--- config.mk ---
export PLATFORM = sky130hd
export DESIGN_NAME = aoi_sweep_top
export DESIGN_NICKNAME = d
export VERILOG_FILES = /design/src/rtl/aoi_ctrl_pkg.sv /design/src/rtl/and_or_invert_4inputs.sv /design/src/rtl/aoi_sweep_counter.sv /design/src/rtl/aoi_sweep_top.sv /design/src/rtl/aoi_sweep_controller.sv
export SDC_FILE = /design/constraint.sdc
export NUM_CORES = 1
export LEC_CHECK = 0
export CORE_ASPECT_RATIO = 1.5
export CORE_MARGIN = 8
export CORE_UTILIZATION = 30
export CTS_CLUSTER_DIAMETER = 50
export DETAILED_ROUTE_END_ITERATION = 16
export HOLD_SLACK_MARGIN = 0.15
export PLACE_DENSITY = 0.52
export SYNTH_ARGS = -nofsm -noshare
export SYNTH_HDL_FRONTEND = slang
export SYNTH_SLANG_ARGS = --single-unit
--- constraint.sdc ---
create_clock -name clk -period 2.1 [get_ports clk]
set_clock_uncertainty 0.15 [all_clocks]
set_input_delay 0.42 -clock clk [delete_from_list [all_inputs] [get_ports clk]]
set_output_delay 0.42 -clock clk [all_outputs]
set_load 0.02 [all_outputs]
--- src/rtl/aoi_ctrl_pkg.sv ---
// Shared definitions for the AOI sweep self-test controller.
// Contents:
//   VEC_COUNT / VEC_W / ERR_W / WAIT_W - sweep sizing constants
//   aoi_state_e                        - controller FSM state encoding (2 bits)
//   aoi_golden()                       - reference function ~((a&b)|(c&d)), vec = {a,b,c,d}
package aoi_ctrl_pkg;

    localparam int unsigned VEC_COUNT = 16;
    localparam int unsigned VEC_W     = 4;
    localparam int unsigned ERR_W     = 5;   // holds 0..16
    localparam int unsigned WAIT_W    = 4;   // settle counter, SETTLE_CYCLES up to 15

    typedef enum logic [1:0] {
        StIdle   = 2'd0,
        StSettle = 2'd1,
        StSample = 2'd2,
        StDone   = 2'd3
    } aoi_state_e;

    // Expected output of the and-or-invert gate for vector {a,b,c,d}.
    function automatic logic aoi_golden(input logic [VEC_W-1:0] vec);
        return ~((vec[3] & vec[2]) | (vec[1] & vec[0]));
    endfunction

endpackage

--- src/rtl/and_or_invert_4inputs.sv ---
// Four-input and-or-invert gate: y_o = ~((a_i & b_i) | (c_i & d_i)).
// Ports: a_i, b_i, c_i, d_i - gate inputs; y_o - gate output.
module and_or_invert_4inputs (
    input  logic a_i,
    input  logic b_i,
    input  logic c_i,
    input  logic d_i,
    output logic y_o
);

    assign y_o = ~((a_i & b_i) | (c_i & d_i));

endmodule

--- src/rtl/aoi_sweep_counter.sv ---
// Vector and settle-wait counters for the AOI sweep.
// Ports:
//   clk_i, rst_i  - clock, asynchronous active-high reset
//   clear_i       - zero both vec and wait counter (start of sweep)
//   wait_en_i     - count a settle cycle; wraps to 0 on the last settle cycle
//   vec_step_i    - advance to the next vector; holds at the last vector (no wrap)
//   vec_o         - current vector {a,b,c,d}
//   wait_last_o   - this is the final settle cycle for the current vector
//   vec_last_o    - current vector is the last one of the sweep
module aoi_sweep_counter
    import aoi_ctrl_pkg::*;
#(
    parameter int unsigned SETTLE_CYCLES = 2
) (
    input  logic             clk_i,
    input  logic             rst_i,
    input  logic             clear_i,
    input  logic             wait_en_i,
    input  logic             vec_step_i,
    output logic [VEC_W-1:0] vec_o,
    output logic             wait_last_o,
    output logic             vec_last_o
);

    localparam logic [WAIT_W-1:0] WaitLast = WAIT_W'(SETTLE_CYCLES - 1);
    localparam logic [VEC_W-1:0]  VecLast  = VEC_W'(VEC_COUNT - 1);

    logic [VEC_W-1:0]  vec_q, vec_d;
    logic [WAIT_W-1:0] wait_q, wait_d;

    assign wait_last_o = (wait_q == WaitLast);
    assign vec_last_o  = (vec_q == VecLast);
    assign vec_o       = vec_q;

    always_comb begin
        vec_d  = vec_q;
        wait_d = wait_q;
        if (clear_i) begin
            vec_d  = '0;
            wait_d = '0;
        end else begin
            if (wait_en_i) begin
                wait_d = wait_last_o ? '0 : wait_q + WAIT_W'(1);
            end
            if (vec_step_i && !vec_last_o) begin
                vec_d = vec_q + VEC_W'(1);
            end
        end
    end

    always_ff @(posedge clk_i or posedge rst_i) begin
        if (rst_i) begin
            vec_q  <= '0;
            wait_q <= '0;
        end else begin
            vec_q  <= vec_d;
            wait_q <= wait_d;
        end
    end

endmodule

--- src/rtl/aoi_sweep_top.sv ---
// On-chip self-test wrapper: sweep controller driving a local AOI gate instance.
// Ports: clk, rst, start in; busy, done, pass, err_count, fail_valid,
// first_fail_vec out (same meaning as on aoi_sweep_controller).
module aoi_sweep_top
    import aoi_ctrl_pkg::*;
#(
    parameter int unsigned SETTLE_CYCLES = 2
) (
    input  logic             clk,
    input  logic             rst,
    input  logic             start,
    output logic             busy,
    output logic             done,
    output logic             pass,
    output logic [ERR_W-1:0] err_count,
    output logic             fail_valid,
    output logic [VEC_W-1:0] first_fail_vec
);

    logic gate_a, gate_b, gate_c, gate_d, gate_y;

    aoi_sweep_controller #(
        .SETTLE_CYCLES (SETTLE_CYCLES)
    ) u_ctrl (
        .clk            (clk),
        .rst            (rst),
        .start          (start),
        .aoi_out        (gate_y),
        .aoi_a          (gate_a),
        .aoi_b          (gate_b),
        .aoi_c          (gate_c),
        .aoi_d          (gate_d),
        .busy           (busy),
        .done           (done),
        .pass           (pass),
        .err_count      (err_count),
        .fail_valid     (fail_valid),
        .first_fail_vec (first_fail_vec)
    );

    and_or_invert_4inputs u_gate (
        .a_i (gate_a),
        .b_i (gate_b),
        .c_i (gate_c),
        .d_i (gate_d),
        .y_o (gate_y)
    );

endmodule

--- src/rtl/aoi_sweep_controller.sv ---
// Built-in self-test sequencer for an external 4-input and-or-invert gate.
// Walks all 16 input vectors in ascending order, holds each for SETTLE_CYCLES,
// samples the gate output and scores it against aoi_golden().
// Ports:
//   clk, rst        - clock, asynchronous active-high reset
//   start           - one-cycle run request, accepted only when idle
//   aoi_out         - output of the gate under test
//   aoi_a..aoi_d    - vector bits to the gate (registered, glitch-free)
//   busy            - sweep in progress (SETTLE, SAMPLE, DONE)
//   done            - one-cycle pulse at end of sweep
//   pass            - last completed sweep had no mismatches
//   err_count       - mismatch count, saturating at 16
//   fail_valid      - at least one mismatch recorded
//   first_fail_vec  - vector of the first mismatch (0 if none)
module aoi_sweep_controller
    import aoi_ctrl_pkg::*;
#(
    parameter int unsigned SETTLE_CYCLES = 2
) (
    input  logic             clk,
    input  logic             rst,
    input  logic             start,
    input  logic             aoi_out,
    output logic             aoi_a,
    output logic             aoi_b,
    output logic             aoi_c,
    output logic             aoi_d,
    output logic             busy,
    output logic             done,
    output logic             pass,
    output logic [ERR_W-1:0] err_count,
    output logic             fail_valid,
    output logic [VEC_W-1:0] first_fail_vec
);

    localparam logic [ERR_W-1:0] ErrMax = ERR_W'(VEC_COUNT);

    aoi_state_e state_q, state_d;

    logic [ERR_W-1:0] err_count_q, err_count_d;
    logic             fail_valid_q, fail_valid_d;
    logic [VEC_W-1:0] first_fail_vec_q, first_fail_vec_d;
    logic             pass_q, pass_d;

    logic             cnt_clear;
    logic             cnt_wait_en;
    logic             cnt_vec_step;
    logic [VEC_W-1:0] vec;
    logic             wait_last;
    logic             vec_last;
    logic             mismatch;

    aoi_sweep_counter #(
        .SETTLE_CYCLES (SETTLE_CYCLES)
    ) u_counter (
        .clk_i       (clk),
        .rst_i       (rst),
        .clear_i     (cnt_clear),
        .wait_en_i   (cnt_wait_en),
        .vec_step_i  (cnt_vec_step),
        .vec_o       (vec),
        .wait_last_o (wait_last),
        .vec_last_o  (vec_last)
    );

    // aoi_out only feeds next-state logic, so no combinational path reaches an output.
    assign mismatch = (aoi_out != aoi_golden(vec));

    always_comb begin
        state_d          = state_q;
        err_count_d      = err_count_q;
        fail_valid_d     = fail_valid_q;
        first_fail_vec_d = first_fail_vec_q;
        pass_d           = pass_q;
        cnt_clear        = 1'b0;
        cnt_wait_en      = 1'b0;
        cnt_vec_step     = 1'b0;

        case (state_q)
            StIdle: begin
                if (start) begin
                    cnt_clear        = 1'b1;
                    err_count_d      = '0;
                    fail_valid_d     = 1'b0;
                    first_fail_vec_d = '0;
                    pass_d           = 1'b0;
                    state_d          = StSettle;
                end
            end
            StSettle: begin
                cnt_wait_en = 1'b1;
                if (wait_last) begin
                    state_d = StSample;
                end
            end
            StSample: begin
                if (mismatch) begin
                    if (err_count_q != ErrMax) begin
                        err_count_d = err_count_q + ERR_W'(1);
                    end
                    if (!fail_valid_q) begin
                        fail_valid_d     = 1'b1;
                        first_fail_vec_d = vec;
                    end
                end
                if (vec_last) begin
                    state_d = StDone;
                end else begin
                    cnt_vec_step = 1'b1;
                    state_d      = StSettle;
                end
            end
            StDone: begin
                // err_count_q already includes the final comparison here.
                pass_d  = (err_count_q == '0);
                state_d = StIdle;
            end
            default: state_d = StIdle;
        endcase
    end

    always_ff @(posedge clk or posedge rst) begin
        if (rst) begin
            state_q          <= StIdle;
            err_count_q      <= '0;
            fail_valid_q     <= 1'b0;
            first_fail_vec_q <= '0;
            pass_q           <= 1'b0;
        end else begin
            state_q          <= state_d;
            err_count_q      <= err_count_d;
            fail_valid_q     <= fail_valid_d;
            first_fail_vec_q <= first_fail_vec_d;
            pass_q           <= pass_d;
        end
    end

    assign {aoi_a, aoi_b, aoi_c, aoi_d} = vec;

    assign busy           = (state_q != StIdle);
    assign done           = (state_q == StDone);
    assign pass           = pass_q;
    assign err_count      = err_count_q;
    assign fail_valid     = fail_valid_q;
    assign first_fail_vec = first_fail_vec_q;

endmodule
Word-level counts from Yosys, hierarchy flattened

Cells that the tools add are included.

Add/subtract/negate cells: 2
Multipliers: 0
Div/mod/pow operators: 0
Magnitude comparators: 0
Eq/ne operators: 7
Shift operators: 0
Muxes and demuxes: 16
Bitwise gates (word level): 0
Reduce and logical (&&, ||, !) cells: 9

Operators with widths:

| cell                  | count |
|---|---|
| $mux W4               | 5 |
| $add A4 B1 Y4 const B | 2 |
| $pmux W2 S4           | 1 |
| $reduce_bool A2 Y1    | 4 |
| $mux W1               | 6 |
| $mux W2               | 3 |
| $eq A2 B2 Y1 const B  | 2 |
| $eq A4 B1 Y1 const B  | 1 |
| $eq A4 B4 Y1 const B  | 1 |
| $ne A2 B2 Y1 const B  | 2 |
| $reduce_and A2 Y1     | 2 |
| $eq A2 B1 Y1 const B  | 1 |
| $logic_not A2 Y1      | 1 |
| $pmux W1 S2           | 1 |
| $logic_and A1 B1 Y1   | 1 |
| $logic_not A1 Y1      | 1 |

Bits in registers: 11
Latch bits: 0
Bits in writable memories: 0
Memory bits (read-only): 0
Input bits: 3
Memories: 0

Depth between registers and ports, before layout

Gate-level depths: netlist of run 1.

Word-level depth: 6
Mapped depth: 5

Hierarchy

Synthesis of run 1 repeated with hierarchy kept, for this count alone.

Cells, all modules: 118
Area, all modules: 1,202.4 um^2

Modules (own cells, without submodules):

| module                | instances | cells an instance | area an instance (um^2) | seq. area each (um^2) |
|---|---|---|---|---|
| aoi_sweep_controller  | 1         | 74                | 742.0                   | 325.3 |
| aoi_sweep_counter     | 1         | 43                | 447.9                   | 200.2 |
| and_or_invert_4inputs | 1         | 1                 | 12.5                    | 0.0 |

Worst setup path after synthesis of run 1

Ideal clock, no wire load.

Path kind: flip-flop to flip-flop
Start: register u_ctrl.u_counter.wait_q[1]
End: register u_ctrl.u_counter.wait_q[2]
Arrival time: 1.183 ns
Required time: 1.822 ns
Slack: 0.638 ns
Stages on the path, launching flop included: 6
Buffers on the path: 0
Period minus slack after synthesis: 1.462 ns
Cell sequence: dfrtp_1 inv_1 ha_1 or3b_1 a31oi_1 o22ai_1

Word-level cells in the longest chain between the ends: 4
Elaborated cells on any way between the ends: 5

Ends and longest elaborated chain:

| item                                          | RTL line                                         | source |
|---|---|---|
| start: declaration                            | aoi_sweep_counter.sv:29                          | `logic [WAIT_W-1:0] wait_q, wait_d;` |
| start signal: assignment                      | aoi_sweep_counter.sv:57                          | `wait_q <= wait_d;` |
| $add A4 B1 Y4 or $eq A4 B1 Y1 (tied branches) | aoi_sweep_counter.sv:43, aoi_sweep_counter.sv:31 |  |
| $mux W4 (*)                                   | aoi_sweep_counter.sv:43                          | `wait_d = wait_last_o ? '0 : wait_q + WAIT_W'(1);` |
| $mux W4 (*)                                   | aoi_sweep_counter.sv:42                          | `if (wait_en_i) begin` |
| $mux W4 (*)                                   | aoi_sweep_counter.sv:38                          | `if (clear_i) begin` |

Every way passes the cells marked *; elsewhere a longest branch is shown, timed or not. The select of a mux whose other input is x is not followed.
A chain may end at the register's enable or synchronous reset.

Final worst setup path of run 1

Start: register u_ctrl.state_q[0]
End: output port done

Word-level cells in the longest chain between the ends: 1

Ends and longest elaborated chain:

| item                     | RTL line                    | source |
|---|---|---|
| start: declaration       | aoi_sweep_controller.sv:38  | `aoi_state_e state_q, state_d;` |
| start signal: assignment | aoi_sweep_controller.sv:124 | `state_q <= StIdle;` |
| start signal: assignment | aoi_sweep_controller.sv:130 | `state_q <= state_d;` |
| $eq A2 B2 Y1             | aoi_sweep_controller.sv:141 | `assign done = (state_q == StDone);` |
| end: declaration         | aoi_sweep_top.sv:13         | `output logic done,` |

No other way between the ends.

==> summary.txt, run 1 <==
Placement
  – GP Congestion: 0.673
  – Buffers on Ports: 5
  – Final HPWL from detailed placement: 1000 µm

Synth
  – Post-synth design cell area: 669 µm²
  – Top cells by area, synth: dfrtp_1, buf_4, ha_1, o21ai_0, inv_1
  – Seq/Total Area, Yosys: 0.411
  – Top cell type's share of synthesized area: 0.411
  – Synth Area per Inst: 9.05 µm²
  – Synth unique cells: 28
  – YS warnings: 0
  – Post-synth top area cell: dfrtp_1
  – Syn Inst Count: 74
  – Synth Register Bits: 11

Pwr
  – Tot Pwr: 0.920 mW
  – Reg power frac: 0.393
  – Power share of the combinational group: 0.449
  – Max VDD drop: ~0.00055 V
  – Part of the power in the clock network: 0.158
  – PD cells: 1250 nW/µm²
  – P_int: between 0.5 and 0.6 mW
  – Net Switching: 0.382 mW
  – Static Leak: 0.342 nW
  – Sw Share: 0.415

Route
  – Post-Route WL: 1250 µm
  – DRC viols: 0
  – 1st-iter DRT viols: 5
  – DR pass1 iterations: 4
  – Via count: 512
  – Per-cell routed wire length: 11.9 µm
  – DRT antenna net count: 0
  – Vias per cell: 4.88

Hold path
  – Hold Path Class: input pin to async pin

Clock tree
  – Clk sinks: 11
  – CTS tree: yes
  – Clock root cell: clkbuf_4
  – Htree depth: 1
  – Clk Latency, worst-skew pair: 0.27 ns
  – Total setup buffers inserted after CTS: 0
  – Reg clk slew, reported paths: 0.07 ns
  – CTS Buf Count: 3
  – Max Root-Sink Buffers: 2

Floorplanning
  – Die width: 54.6 µm
  – Die area: 4030 µm²
  – Die H: 73.9 µm
  – Boundary pin count: 16
  – Core area: roughly 2200 µm²
  – Initial Utilization: 0.307
  – Row count: 21

Final layout
  – # fillers: 245
  – Most frequent cells in the layout: conb_1, dfrtp_1, inv_1
  – Register area: 277 µm²
  – Area grow syn2layout: 9.91%
  – Footprint of the multi-input gates: approximately 320 µm²
  – # diodes: 0
  – Layout cells sized above 1: 0.110
  – Nets: ~90

STA
  – Max Freq: roughly 490 MHz
  – Total negative slack: 0 ns
  – Fin Hold WS: 0.295 ns
  – Crit path time final: 2.02 ns
  – Max-slew violations: 0
  – RSZ-0062 raised after global routing: false
  – Final setup violation count: 0
  – Final worst path period share: 0.963
  – Final Hold Viols: 0

GRT
  – Largest net degree at the start of global routing: 12
  – Vias in the first global route: 450
  – Initial antenna violation count: 0
  – GRT overflow: 0
  – Global-route wire length before repair: 2030 µm
  – Gr usage total: 0.0693

Worst setup path
  – Worst Path Required: 1.53 ns
  – Crit Path Class: flip-flop to output pin
  – CP peak stage delay: roughly 0.60 ns
  – Worst setup EP type: output pin
  – CP cell instances: and2_2 > clkdlybuf4s50_1
  – Startpoint types: flip-flop
  – Data arrival, critical path: 1.45 ns
  – Critical path peak fanout: 9
  – Critical path's slowest cell: clkdlybuf4s50_1

Status
  – Outcome: completed

Job
  – Max Cap Viol: 0
## per-stage QoR
step	util	instances	setup WS [ns]	area, µm²
floorplan	-	83	0.638	703
global placement	0.325	101	0.245	709
detailed placement	0.325	101	0.233	709
CTS	0.337	105	0.00519	734
global route	0.337	105	0.0223	736
finish	0.337	105	0.0769	736
## cells by family (layout without fill, tap and decap cells)
| kind of cell | after synthesis | after routing | share of synthesized area |
|---|---|---|---|
| and+or+nand+nor | 23 | 23 | 0.208 |
| buffers and inverters | 18 | 17 | 0.159 |
| DFF | 11 | 11 | 0.411 |
| AOI/OAI and AO/OA | 17 | 17 | 0.146 |
| muxes | 1 | 1 | 0.0150 |
| other | 1 | 10 | 0.00560 |
| adders and majority gates | 3 | 3 | 0.0561 |
## synthesized netlist by cell type
cell type,n
nor3_1,1
nand2_1,5
o21bai_1,1
conb_1,1
buf_4,10
a21o_1,1
o22ai_1,2
and2b_2,1
mux2i_1,1
and3_4,1
nor2_1,2
dfrtp_1,11
inv_1,7
ha_1,3
nand3_1,3
a31oi_1,2
nand4b_1,1
and2_2,1
nand4_1,2
buf_2,1
o21ai_0,6
or3_1,1
or3b_1,2
a211oi_1,1
a21oi_1,4
or2b_1,1
or2_2,1
nand2b_1,1
## critical path, delay by kind of cell (launching register included)
family / cells / cell delay, ns
buf+inv: 1 / 0.60
simple gates: 1 / 0.17
flops: 1 / 0.42
## state kept, by name, indices dropped and copies added, names as in the netlist
name and flops:
u_ctrl.state_q 2, u_ctrl.u_counter.wait_q 4, u_ctrl.u_counter.vec_o 4, u_ctrl.pass 1
## final cells by class
type,count,area share
Timing Repair Buffer,6,0.0765
Sequential cell,11,0.376
Clock buffer,4,0.0357
Inverter,7,0.0357
Tap cell,23,0.0391
Multi-Input combinational cell,54,0.437
## final timing paths
check	from	to	slack [ns]	cells after the start
worst max register to register	u_ctrl.u_counter.wait_q[1]	u_ctrl.u_counter.wait_q[2]	0.52	5
worst min-delay path	rst	u_ctrl.pass	0.29	2
max in group asynchronous	rst	u_ctrl.state_q[0]	1.18	2
worst min register to register	u_ctrl.pass	u_ctrl.pass	0.35	1
min in group clk	u_ctrl.pass	u_ctrl.pass	0.35	1
worst max-delay path	u_ctrl.state_q[0]	done	0.08	2
## power by group through the flow
stage	registers, mW	clock network, mW	logic (mW)
floorplan	0.355	0	0.311
global placement	0.362	0	0.426
detailed placement	0.362	0	0.429
CTS	0.360	0.152	0.421
global route	0.376	0.164	0.463
finish	0.362	0.145	0.413
## per-layer routing
layer / wire, µm / GRT usage / up-vias
met5: 0 / 0 / -
met4: 39 / 0.0577 / 0
li1: - / - / 251
met3: 76 / 0.0182 / 5
met2: 652 / 0.115 / 12
met1: 485 / 0.0667 / 244
## repair_timing
action	4_1_cts	5_1_grt
resized for setup	1	1
hold buffers	0	0
gates cloned	0	0
endpoints found under the setup margin	1	1
Note: power is estimated with default switching activity, not from simulation.
==> run 2: changes to the inputs <==
--- a/config.mk
+++ b/config.mk
@@ -9,8 +9,8 @@
 export CORE_MARGIN = 8
 export CORE_UTILIZATION = 30
 export CTS_CLUSTER_DIAMETER = 50
+export CTS_CLUSTER_SIZE = 16
 export DETAILED_ROUTE_END_ITERATION = 16
-export HOLD_SLACK_MARGIN = 0.15
 export PLACE_DENSITY = 0.52
 export SYNTH_ARGS = -nofsm -noshare
 export SYNTH_HDL_FRONTEND = slang
==> results of run 2 <==
Final layout, timing and power as in run 1 (identical DEF).
